**config.mk**
```make
export PLATFORM = sky130hd
export DESIGN_NAME = fetch_stage_flat
export DESIGN_NICKNAME = d
export VERILOG_FILES = /design/src/rtl/fetch_if.sv /design/src/rtl/fetch_stage.sv /design/src/flat_wrapper.sv
export SDC_FILE = /design/constraint.sdc
export NUM_CORES = 1
export LEC_CHECK = 0
export CAP_MARGIN = 10
export CELL_PAD_IN_SITES_DETAIL_PLACEMENT = 1
export CELL_PAD_IN_SITES_GLOBAL_PLACEMENT = 2
export CORE_ASPECT_RATIO = 2
export CORE_MARGIN = 1.5
export CORE_UTILIZATION = 32
export CTS_CLUSTER_SIZE = 30
export DETAILED_ROUTE_END_ITERATION = 16
export MAX_ROUTING_LAYER = met4
export PLACE_DENSITY_LB_ADDON = 0.1
export SLEW_MARGIN = 40
export SYNTH_ARGS = -nofsm -noshare
export SYNTH_HDL_FRONTEND = slang
export SYNTH_SLANG_ARGS = --single-unit
```
**constraint.sdc**
```tcl
create_clock -name clk -period 4.3 [get_ports clk]
set_input_delay 1.075 -clock clk [delete_from_list [all_inputs] [get_ports clk]]
set_output_delay 1.075 -clock clk [all_outputs]
set_load 0.05 [all_outputs]
```
**src/rtl/fetch_if.sv**
```systemverilog
// fetch_if: bundles the instruction-memory port, the redirect request and
// the {pc, inst} output handshake of the fetch stage.
//   imem_addr      fetch -> ROM      byte address, driven every cycle
//   imem_inst      ROM   -> fetch    word for the previous cycle's address
//   redirect_valid/redirect_pc       new fetch target, flushes the stage
//   out_valid/out_ready              decode handshake
//   out_pc/out_inst                  head instruction and its address
// master = fetch stage side, slave = ROM/decode/redirect environment side.
interface fetch_if;
    logic [31:0] imem_addr;
    logic [31:0] imem_inst;
    logic        redirect_valid;
    logic [31:0] redirect_pc;
    logic        out_valid;
    logic        out_ready;
    logic [31:0] out_pc;
    logic [31:0] out_inst;

    modport master (
        output imem_addr, out_valid, out_pc, out_inst,
        input  imem_inst, redirect_valid, redirect_pc, out_ready
    );

    modport slave (
        input  imem_addr, out_valid, out_pc, out_inst,
        output imem_inst, redirect_valid, redirect_pc, out_ready
    );
endinterface

```
**src/rtl/fetch_stage.sv**
```systemverilog
// fetch_stage: RV32 instruction fetch. Owns the PC, drives the synchronous
// instruction ROM address, captures the returned word one cycle later and
// presents {pc, inst} to decode through a 2-entry buffer.
// Ports:
//   clk  - clock
//   rst  - synchronous reset, active low
//   bus  - fetch_if.master (ROM port, redirect input, decode handshake)
// Parameter RESET_PC: first fetch address after reset (word aligned).
module fetch_stage #(
    parameter logic [31:0] RESET_PC = 32'h0000_0000
) (
    input  logic clk,
    input  logic rst,
    fetch_if.master bus
);

    typedef struct packed {
        logic [31:0] pc;
        logic [31:0] inst;
    } fentry_t;

    logic [31:0] fetch_pc_q;
    logic        inflight_q;
    logic [31:0] inflight_pc_q;
    logic [1:0]  count_q, count_d;
    fentry_t     fifo_q [2];
    fentry_t     fifo_d [2];

    logic        redir, pop, push, issue;
    logic [2:0]  occ;
    logic [1:0]  cnt_after;
    logic [31:0] addr;

    // Redirect has no effect while reset is held.
    assign redir = rst & bus.redirect_valid;
    assign pop   = (count_q != 2'd0) & bus.out_ready;
    assign push  = inflight_q & ~redir;

    // Occupancy the buffer will have once this cycle's pop and the in-flight
    // word are accounted for; issuing only while it is <= 1 guarantees a
    // free slot when the new response lands, so the buffer never overflows.
    assign occ   = {1'b0, count_q} + {2'b00, inflight_q} - {2'b00, pop};
    assign issue = redir | (occ <= 3'd1);

    always_comb begin
        addr = fetch_pc_q;
        if (!rst)
            addr = RESET_PC;
        else if (redir)
            addr = bus.redirect_pc & ~32'h3;
    end

    assign bus.imem_addr = addr;

    // Shift-register buffer: slot 0 is always the head, so outputs come
    // straight from flops.
    always_comb begin
        fifo_d    = fifo_q;
        count_d   = count_q;
        cnt_after = count_q - {1'b0, pop};
        if (redir) begin
            count_d = 2'd0;
        end else begin
            if (pop)
                fifo_d[0] = fifo_q[1];
            // cnt_after <= 1 whenever a push happens, so bit 0 picks the slot.
            if (push)
                fifo_d[cnt_after[0]] = '{pc: inflight_pc_q, inst: bus.imem_inst};
            count_d = cnt_after + {1'b0, push};
        end
    end

    always_ff @(posedge clk) begin
        if (!rst) begin
            fetch_pc_q    <= RESET_PC;
            inflight_q    <= 1'b0;
            inflight_pc_q <= 32'h0;
            count_q       <= 2'd0;
            fifo_q[0]     <= '0;
            fifo_q[1]     <= '0;
        end else begin
            inflight_q <= issue;
            if (issue) begin
                inflight_pc_q <= addr;
                fetch_pc_q    <= addr + 32'd4;
            end
            count_q <= count_d;
            fifo_q  <= fifo_d;
        end
    end

    assign bus.out_valid = (count_q != 2'd0);
    assign bus.out_pc    = fifo_q[0].pc;
    assign bus.out_inst  = fifo_q[0].inst;

endmodule

```
**src/flat_wrapper.sv**
```systemverilog
// flat-port wrapper written by rule: the top's interface ports become plain ports
module fetch_stage_flat 
#(
    parameter logic [31:0] RESET_PC = 32'h0000_0000
)
  (clk, rst, bus_imem_addr, bus_out_valid, bus_out_pc, bus_out_inst, bus_imem_inst, bus_redirect_valid, bus_redirect_pc, bus_out_ready);
  fetch_if bus_i ();
  input  logic clk;
  input  logic rst;
  output wire logic [$bits(bus_i.imem_addr)-1:0] bus_imem_addr;
  output wire logic [$bits(bus_i.out_valid)-1:0] bus_out_valid;
  output wire logic [$bits(bus_i.out_pc)-1:0] bus_out_pc;
  output wire logic [$bits(bus_i.out_inst)-1:0] bus_out_inst;
  input wire logic [$bits(bus_i.imem_inst)-1:0] bus_imem_inst;
  input wire logic [$bits(bus_i.redirect_valid)-1:0] bus_redirect_valid;
  input wire logic [$bits(bus_i.redirect_pc)-1:0] bus_redirect_pc;
  input wire logic [$bits(bus_i.out_ready)-1:0] bus_out_ready;
  assign bus_imem_addr = bus_i.imem_addr;
  assign bus_out_valid = bus_i.out_valid;
  assign bus_out_pc = bus_i.out_pc;
  assign bus_out_inst = bus_i.out_inst;
  assign bus_i.imem_inst = bus_imem_inst;
  assign bus_i.redirect_valid = bus_redirect_valid;
  assign bus_i.redirect_pc = bus_redirect_pc;
  assign bus_i.out_ready = bus_out_ready;
  fetch_stage #(.RESET_PC(RESET_PC)) u_core (.clk(clk), .rst(rst), .bus(bus_i));
endmodule
```
======== Word level (Yosys, flattened, before mapping) ========
Cells that the tools add are included.
word-level totals
  flip-flop bits (word level) ............. 195
  output and inout bits ................... 97
operators by class
  $add $sub $neg .......................... 5
  $lt $le $gt $ge ......................... 3
  multiplexer cells ....................... 8
  bitwise operators ....................... 7
  reduce and logical (&&, ||, !) cells .... 4
operator list
  operator                                                         number
  2-to-1 mux 64 bit                                                3
  bitwise mux 128 bit                                              1
  2-to-1 mux 128 bit                                               1
  demux 64 bit (select 1 bit)                                      1
  2-to-1 mux 32 bit                                                2
  adder 32 x 3 -> 32 bit (second input constant)                   1
  adder 2 x 1 -> 3 bit                                             1
  bitwise AND 1 bit                                                3
  less-or-equal comparator 3 x 1 -> 1 bit (second input constant)  1
  subtractor 3 x 1 -> 3 bit                                        1
  adder 2 x 1 -> 2 bit                                             1
  >= comparator 2 bit (second input constant)                      1
  < comparator 2 x 1 -> 1 bit (second input constant)              1
  inverter 1 bit                                                   2
  inverter 1 -> 2 bit                                              1
  AND reduction 2 bit                                              1
  nonzero test 2 bit                                               1
  OR reduction 2 bit                                               1
  subtractor 2 x 1 -> 2 bit                                        1
  logical AND 1 bit                                                1
  OR 1 bit                                                         1

======== Longest topological paths before layout ========
Gate-level depths: netlist (run 1).
  depth in word-level cells ............... 10
  depth in mapped cells ................... 16

======== Least setup slack after synthesis (run 1) ========
Ideal clock, no wire load.
  path kind ............................... input port to flip-flop
  from .................................... input bus_redirect_valid
  to ...................................... register u_core.fetch_pc_q[24]
  library setup time ...................... 0.086 ns
  data arrival time ....................... 3.860 ns
  setup slack ............................. 0.354 ns
  stages on the path ...................... 13
  cell sequence ........................... buf_6 buf_6 buf_2 buf_2 mux2i_1 nor2_1 ha_1 o21ai_1 nor4bb_1 buf_2 nand3_1 xnor2_1 a211oi_1
on the way
  cells in the longest elaborated chain, start to end .. 4
  elaborated cells between the ends (all ways) .. 5
  those cells by class .................... add/sub (1); mux (2); bitwise (2)
ends and longest elaborated chain
  what                    RTL line            text
  start: declaration      flat_wrapper.sv:15  input wire logic [$bits(bus_i.redirect_valid)-1:0] bus_redirect_valid;
  bitwise AND 1 bit       fetch_stage.sv:35   assign redir = rst & bus.redirect_valid;
  2-to-1 mux 32 bit       fetch_stage.sv:49   else if (redir)
  2-to-1 mux 32 bit       fetch_stage.sv:47   if (!rst)
  via bus_imem_addr[3]    flat_wrapper.sv:10  output wire logic [$bits(bus_i.imem_addr)-1:0] bus_imem_addr;
  adder 32 x 3 -> 32 bit  fetch_stage.sv:85   fetch_pc_q <= addr + 32'd4;
  end signal: assignment  fetch_stage.sv:85
  end: declaration        fetch_stage.sv:22   logic [31:0] fetch_pc_q;
The timed path passes the listed nets, and every way through them passes these cells.
A chain may end at the register's enable or synchronous reset.

======== Worst setup path after layout (run 1) ========
  from .................................... input bus_redirect_pc[6]
  to ...................................... output bus_imem_addr[6]
on the way
  cells in the longest elaborated chain, start to end .. 2
ends and longest elaborated chain
  what                RTL line            text
  start: declaration  flat_wrapper.sv:16  input wire logic [$bits(bus_i.redirect_pc)-1:0] bus_redirect_pc;
  2-to-1 mux 32 bit   fetch_stage.sv:49
  2-to-1 mux 32 bit   fetch_stage.sv:47
  end: declaration    flat_wrapper.sv:10
Every way passes these cells.

==> run metrics, run 1 <==
outcome completed; largest net degree at the start of global routing 69; total grt overflow 0; Clock Power Share 0.365; final core utilization 0.401; synthesized cell area 9380 µm²; Ys Warns 0; Area Overhead vs Synth 23.4%; Crit Path Class input port to output port; Rel. slew slack 0.499; Setup crit start kind input port; post-CTS sizing 0; Setup WS pre-CTS 468 ps; Final Routed Wirelength 27100 µm; DRT iter0 DRCs 368; die area 30400 µm²; CTS Hold Bufs 0; CTS Buf Count 17; Crit Path Max Fanout 4; Hold Crit Class flip-flop to flip-flop; VDD IR max 0.275 mV; H-tree levels 4; most common cell after layout, fill and taps aside nor2_1; Hold Path Cell Cnt 2; Detailed Place HPWL 18300 µm; DRC Markers 0; Psw 1.33 mW; Synth top area share 0.412; drt via density 5.01; top post-synthesis cells by area dfxtp_1, nor2_1, mux2i_1; largest area contributor in the netlist dfxtp_1; Max Fclk 261 MHz; final slew viol count 0; sw frac 0.296; die height 245 µm; Crit path arrival time 2750 ps; clock skew 8.60 ps; first-pass GRT wire length 43000 µm; row count 88; Syn Nets 1179; antenna diode count 0; asr flop ratio synth 0; # setup viols final 0; Worst Path Required 3220 ps; final hold vios 0; Core Footprint 28800 µm²; mean cell area of the mapped netlist 8.47 µm²; LEAKAGE 4.76 nW; Most used DFF post-synth dfxtp_1; post-synthesis sequential area ratio 0.412; CTS sink count 193; Int Pwr 3.16 mW; post-CTS setup buffer count 0; most frequent cells in the layout nor2_1, dfxtp_1, clkdlybuf4s50_1; Initial Util 0.325; # port buffers 162; clk_lat worst skew 440 ps; Gate power share 0.202; Boundary Pins 165; Synth Register Bits 193; initial antenna violation count 0; GRT Total Usage 0.189; Pwr Total 4.49 mW; TritonCTS clock tree built; First-pass DRT Iterations 4; clock edge transition at the registers on the reported setup and hold paths 60 ps; Pwr Density 388 nW/µm²; Post-Synthesis Cells 1107; sequential share of power 0.433; CP endpoint kind output port; Nets 1237; RSZ-0062 raised after global routing no; via count 7705; clk buf depth 2; Max Cap Viol 0; gp weighted congestion 0.798; die width 124 µm; Root Driver clkbuf_16; FF-to-FF setup slack 1630 ps; ratio of cells with drive above 1 in the final layout 0.159; Final min period 3830 ps; R2R depth 13; Avg WL per Cell 17.6 µm; Final period util 0.890; count of cell types in the netlist 53; setup_tns 0 ps; setup slack after layout 473 ps; Final ANT Viol Nets 0; vias in the first global route 7867; EDFF count, synth 0; Worst-Margin Slew 752 ps
-- Yosys cell counts, types with 9 or more instances --
cell type	number
inv_1	28
xnor2_1	26
o221a_2	64
mux2i_1	73
dfxtp_1	193
nor2_1	261
o21ai_0	21
buf_4	64
a211oi_1	13
buf_1	11
nand2_1	62
clkbuf_1	65
a21oi_1	108
mux2_2	21
nand3_1	9
-- power groups by stage --
| stage | Sequential [mW] | Clock, mW | Combinational (mW) |
|---|---|---|---|
| finish | 1.94 | 1.64 | 0.907 |
| global placement | 1.98 | 0 | 0.912 |
| floorplan | 1.96 | 0 | 0.666 |
| detailed placement | 1.98 | 0 | 0.918 |
| global route | 1.95 | 1.78 | 0.978 |
| CTS | 1.94 | 1.71 | 0.921 |
-- area by class of cell --
cell class,count,area [µm²]
fill,3368,17300
multi-input combinational,734,4610
sequential,193,3860
timing repair buffer,189,1940
clock buffer,23,498
tap,360,450
inverter,30,115
clock inverter,9,104
-- stage by stage --
stage	hold slack, ps	std cells	cell area [µm²]
CTS	473	1537	11600
global route	491	1538	11600
global placement	453	1505	11000
detailed placement	463	1505	11000
floorplan	440	1107	9380
finish	472	1538	11600
-- critical path, stage by stage --
cell and delay [ps]:
clkdlybuf4s50_1 470, mux2_2 140, nand2_1 80, inv_1 160, clkdlybuf4s50_1 820
-- kinds of logic (layout without fill, tap and decap cells) --
logic type | count (synthesis) | after routing | synth area share
AO/OA/AOI/OAI | 223 | 223 | 0.171
adder cells (fa/ha/maj) | 4 | 4 | 0.00614
buffers and inverters | 180 | 251 | 0.101
multiplexers | 96 | 96 | 0.106
flip-flops | 193 | 193 | 0.412
XOR/XNOR | 27 | 27 | 0.0252
AND/OR/NAND/NOR | 384 | 384 | 0.179
-- worst paths after layout --
kind / to / from
setup / recovery: bus_imem_addr[6] / bus_redirect_pc[6]
hold / removal: u_core.fetch_pc_q[3]$_SDFFE_PN0P_ / u_core.fetch_pc_q[3]$_SDFFE_PN0P_
setup reg to reg: u_core.fetch_pc_q[29]$_SDFFE_PN0P_ / u_core.count_q[1]$_SDFF_PP0_
hold reg to reg: u_core.fetch_pc_q[3]$_SDFFE_PN0P_ / u_core.fetch_pc_q[3]$_SDFFE_PN0P_
-- layer usage --
metal,GRT usage,vias up,wire length (µm)
met5,-,-,0
met4,0.0588,0,428
met3,0.0295,23,843
met2,0.331,120,14200
met1,0.217,3727,11700
li1,-,3835,-
Note: power is estimated with default switching activity, not from simulation.
==> inputs of run 2 (changes only) <==
--- a/config.mk
+++ b/config.mk
@@ -11,3 +11,2 @@
 export CORE_ASPECT_RATIO = 2
-export CORE_MARGIN = 1.5
 export CORE_UTILIZATION = 32
==> constraint.sdc (replaced) <==
create_clock -name clk -period 4.3 [get_ports clk]
set_input_delay 0.86 -clock clk [delete_from_list [all_inputs] [get_ports clk]]
set_output_delay 0.86 -clock clk [all_outputs]
set_load 0.05 [all_outputs]
==> run metrics, run 2 (synthesis gave the netlist of run 1 again) <==
Final ANT Viol Nets 0 (unchanged); Nets 1235 (-0.16%); post-CTS setup buffer count 0 (unchanged); Pwr Density 395 nW/µm² (+2.0%); # setup viols final 0 (unchanged); outcome completed; setup_tns 0 ps (unchanged); final slew viol count 0 (unchanged); Initial Util 0.325 (unchanged); Crit path arrival time 2890 ps (+140 ps); storage element area 3860 µm² (unchanged); vias in the first global route 8072 (+2.6%); First-pass DRT Iterations 6 (+2); Crit Path Max Fanout 46 (+42); antenna diode count 0 (unchanged); final core utilization 0.398 (-0.00312); cells along the critical path buf_4, buf_4, mux2_2, nand2_1, inv_1, clkdlybuf4s50_1; drt via density 5.08 (+1.4%); fillers 3372 (+0.12%); row count 88 (unchanged); die area 30000 µm² (-1.2%); CTS sink count 193 (unchanged); Area Overhead vs Synth 22.5%; largest net degree at the start of global routing 75 (+8.7%); FF-to-FF setup slack 1570 ps (-60 ps); clock skew 8.09 ps (-0.514 ps); Pwr Total 4.54 mW (+1.2%); Design Area, Final 11500 µm² (-0.78%); Core Footprint 28800 µm² (unchanged); placed insts 1504 (-0.066%); die height 244 µm (-0.41%); total grt overflow 0 (unchanged); CP most frequent cell buf_4; Avg WL per Cell 17.9 µm (+1.4%); TritonCTS clock tree built; Worst-Margin Slew 794 ps (+42.6 ps); Root Driver clkbuf_16; first-pass GRT wire length 43800 µm (+1.7%); GRT Total Usage 0.195 (+0.00647); via count 7795 (+1.2%); Detailed Place HPWL 18700 µm (+1.9%); most frequent cells in the layout nor2_1, dfxtp_1, clkdlybuf4s50_1; VDD IR max 0.284 mV (+3.2%); Max Cap Viol 0 (unchanged); DRC Markers 0 (unchanged); CP max stage cell clkdlybuf4s50_1; area of the multi-input gates 4610 µm² (unchanged); gp weighted congestion 0.784 (-1.8%); DRT iter0 DRCs 349 (-5.2%); die width 123 µm (-0.81%); Final Routed Wirelength 27500 µm (+1.3%); Final period util 0.871 (-0.0186); # port buffers 162 (unchanged); Boundary Pins 165 (unchanged); final non-filler cell total 1535 (-0.20%); clock edge transition at the registers on the reported setup and hold paths 70 ps (about the same); most common cell after layout, fill and taps aside nor2_1; post-CTS sizing 0 (unchanged); Final min period 3750 ps (-80.1 ps); Hold Crit Class flip-flop to flip-flop; final hold vios 0 (unchanged); Worst Path Required 3440 ps (+220 ps); initial antenna violation count 0 (unchanged); RSZ-0062 raised after global routing no; Setup crit start kind input port; placed cell area 10900 µm² (-0.71%); Crit Path Class input port to output port; worst stage delay on the critical path 700 ps (-120 ps); ratio of cells with drive above 1 in the final layout 0.136 (-0.0226); CTS Hold Bufs 0 (unchanged); clk buf depth 2 (unchanged); LEAKAGE 4.67 nW (-1.9%); CP endpoint kind output port; Rel. slew slack 0.471 (-0.0284); clk_lat worst skew 450 ps (about the same); H-tree levels 4 (unchanged); Max Fclk 267 MHz (+2.1%); CTS Buf Count 17 (unchanged)
[run 2: cell count changes in the layout (fill, tap and decap cells not counted), moves of 2 or more]
cell	previous run	this run
buf_12	14	3
buf_4	39	26
bufinv_16	2	4
clkbuf_1	1	3
clkbuf_8	5	1
clkdlybuf4s50_1	135	157
[run 2: final timing paths]
check                                                      startpoint                               endpoint  depth (start not counted)
worst max-delay path                               bus_redirect_valid                      bus_imem_addr[23]                          6
worst min-delay path            u_core.inflight_pc_q[18]$_SDFFE_PN0P_  u_core.inflight_pc_q[18]$_SDFFE_PN0P_                          2
worst max register to register           u_core.count_q[0]$_SDFF_PP0_   u_core.inflight_pc_q[3]$_SDFFE_PN0P_                         11
worst min register to register  u_core.inflight_pc_q[18]$_SDFFE_PN0P_  u_core.inflight_pc_q[18]$_SDFFE_PN0P_                          2
[run 2: area by class of cell]
type / instances / share of cell area
clock inverter: 10 / 0.0138
multi-input combinational: 734 / 0.401
inverter: 30 / 0.0100
sequential: 193 / 0.336
tap: 360 / 0.0392
clock buffer: 21 / 0.0392
timing repair buffer: 187 / 0.160
[run 2: power breakdown]
part / switching, mW / internal, mW
clock network: 0.712 / 0.985
logic: 0.563 / 0.338
registers: 0.0632 / 1.88
total: 1.34 / 3.20
[run 2: metrics by stage]
stage          setup WS, ps  hold slack (ps)
3_3_place_gp            547              460
4_1_cts                 529              478
6_report                553              477
2_1_floorplan           569              440
3_5_place_dp            536              466
5_1_grt                 424              493
[run 2: metal layers]
layer	track usage	wire [µm]	up-vias	part of all wire
li1	-	-	3844	-
met1	0.218	11700	3816	0.43
met2	0.349	14600	116	0.53
met3	0.0329	768	19	0.028
met4	0.0567	384	0	0.014
met5	-	0	-	0
[run 2: worst max-delay path, delay by kind of cell]
family	cells	cell delay, ps
buf+inv	4	1520
simple gates	1	90
mux	1	350
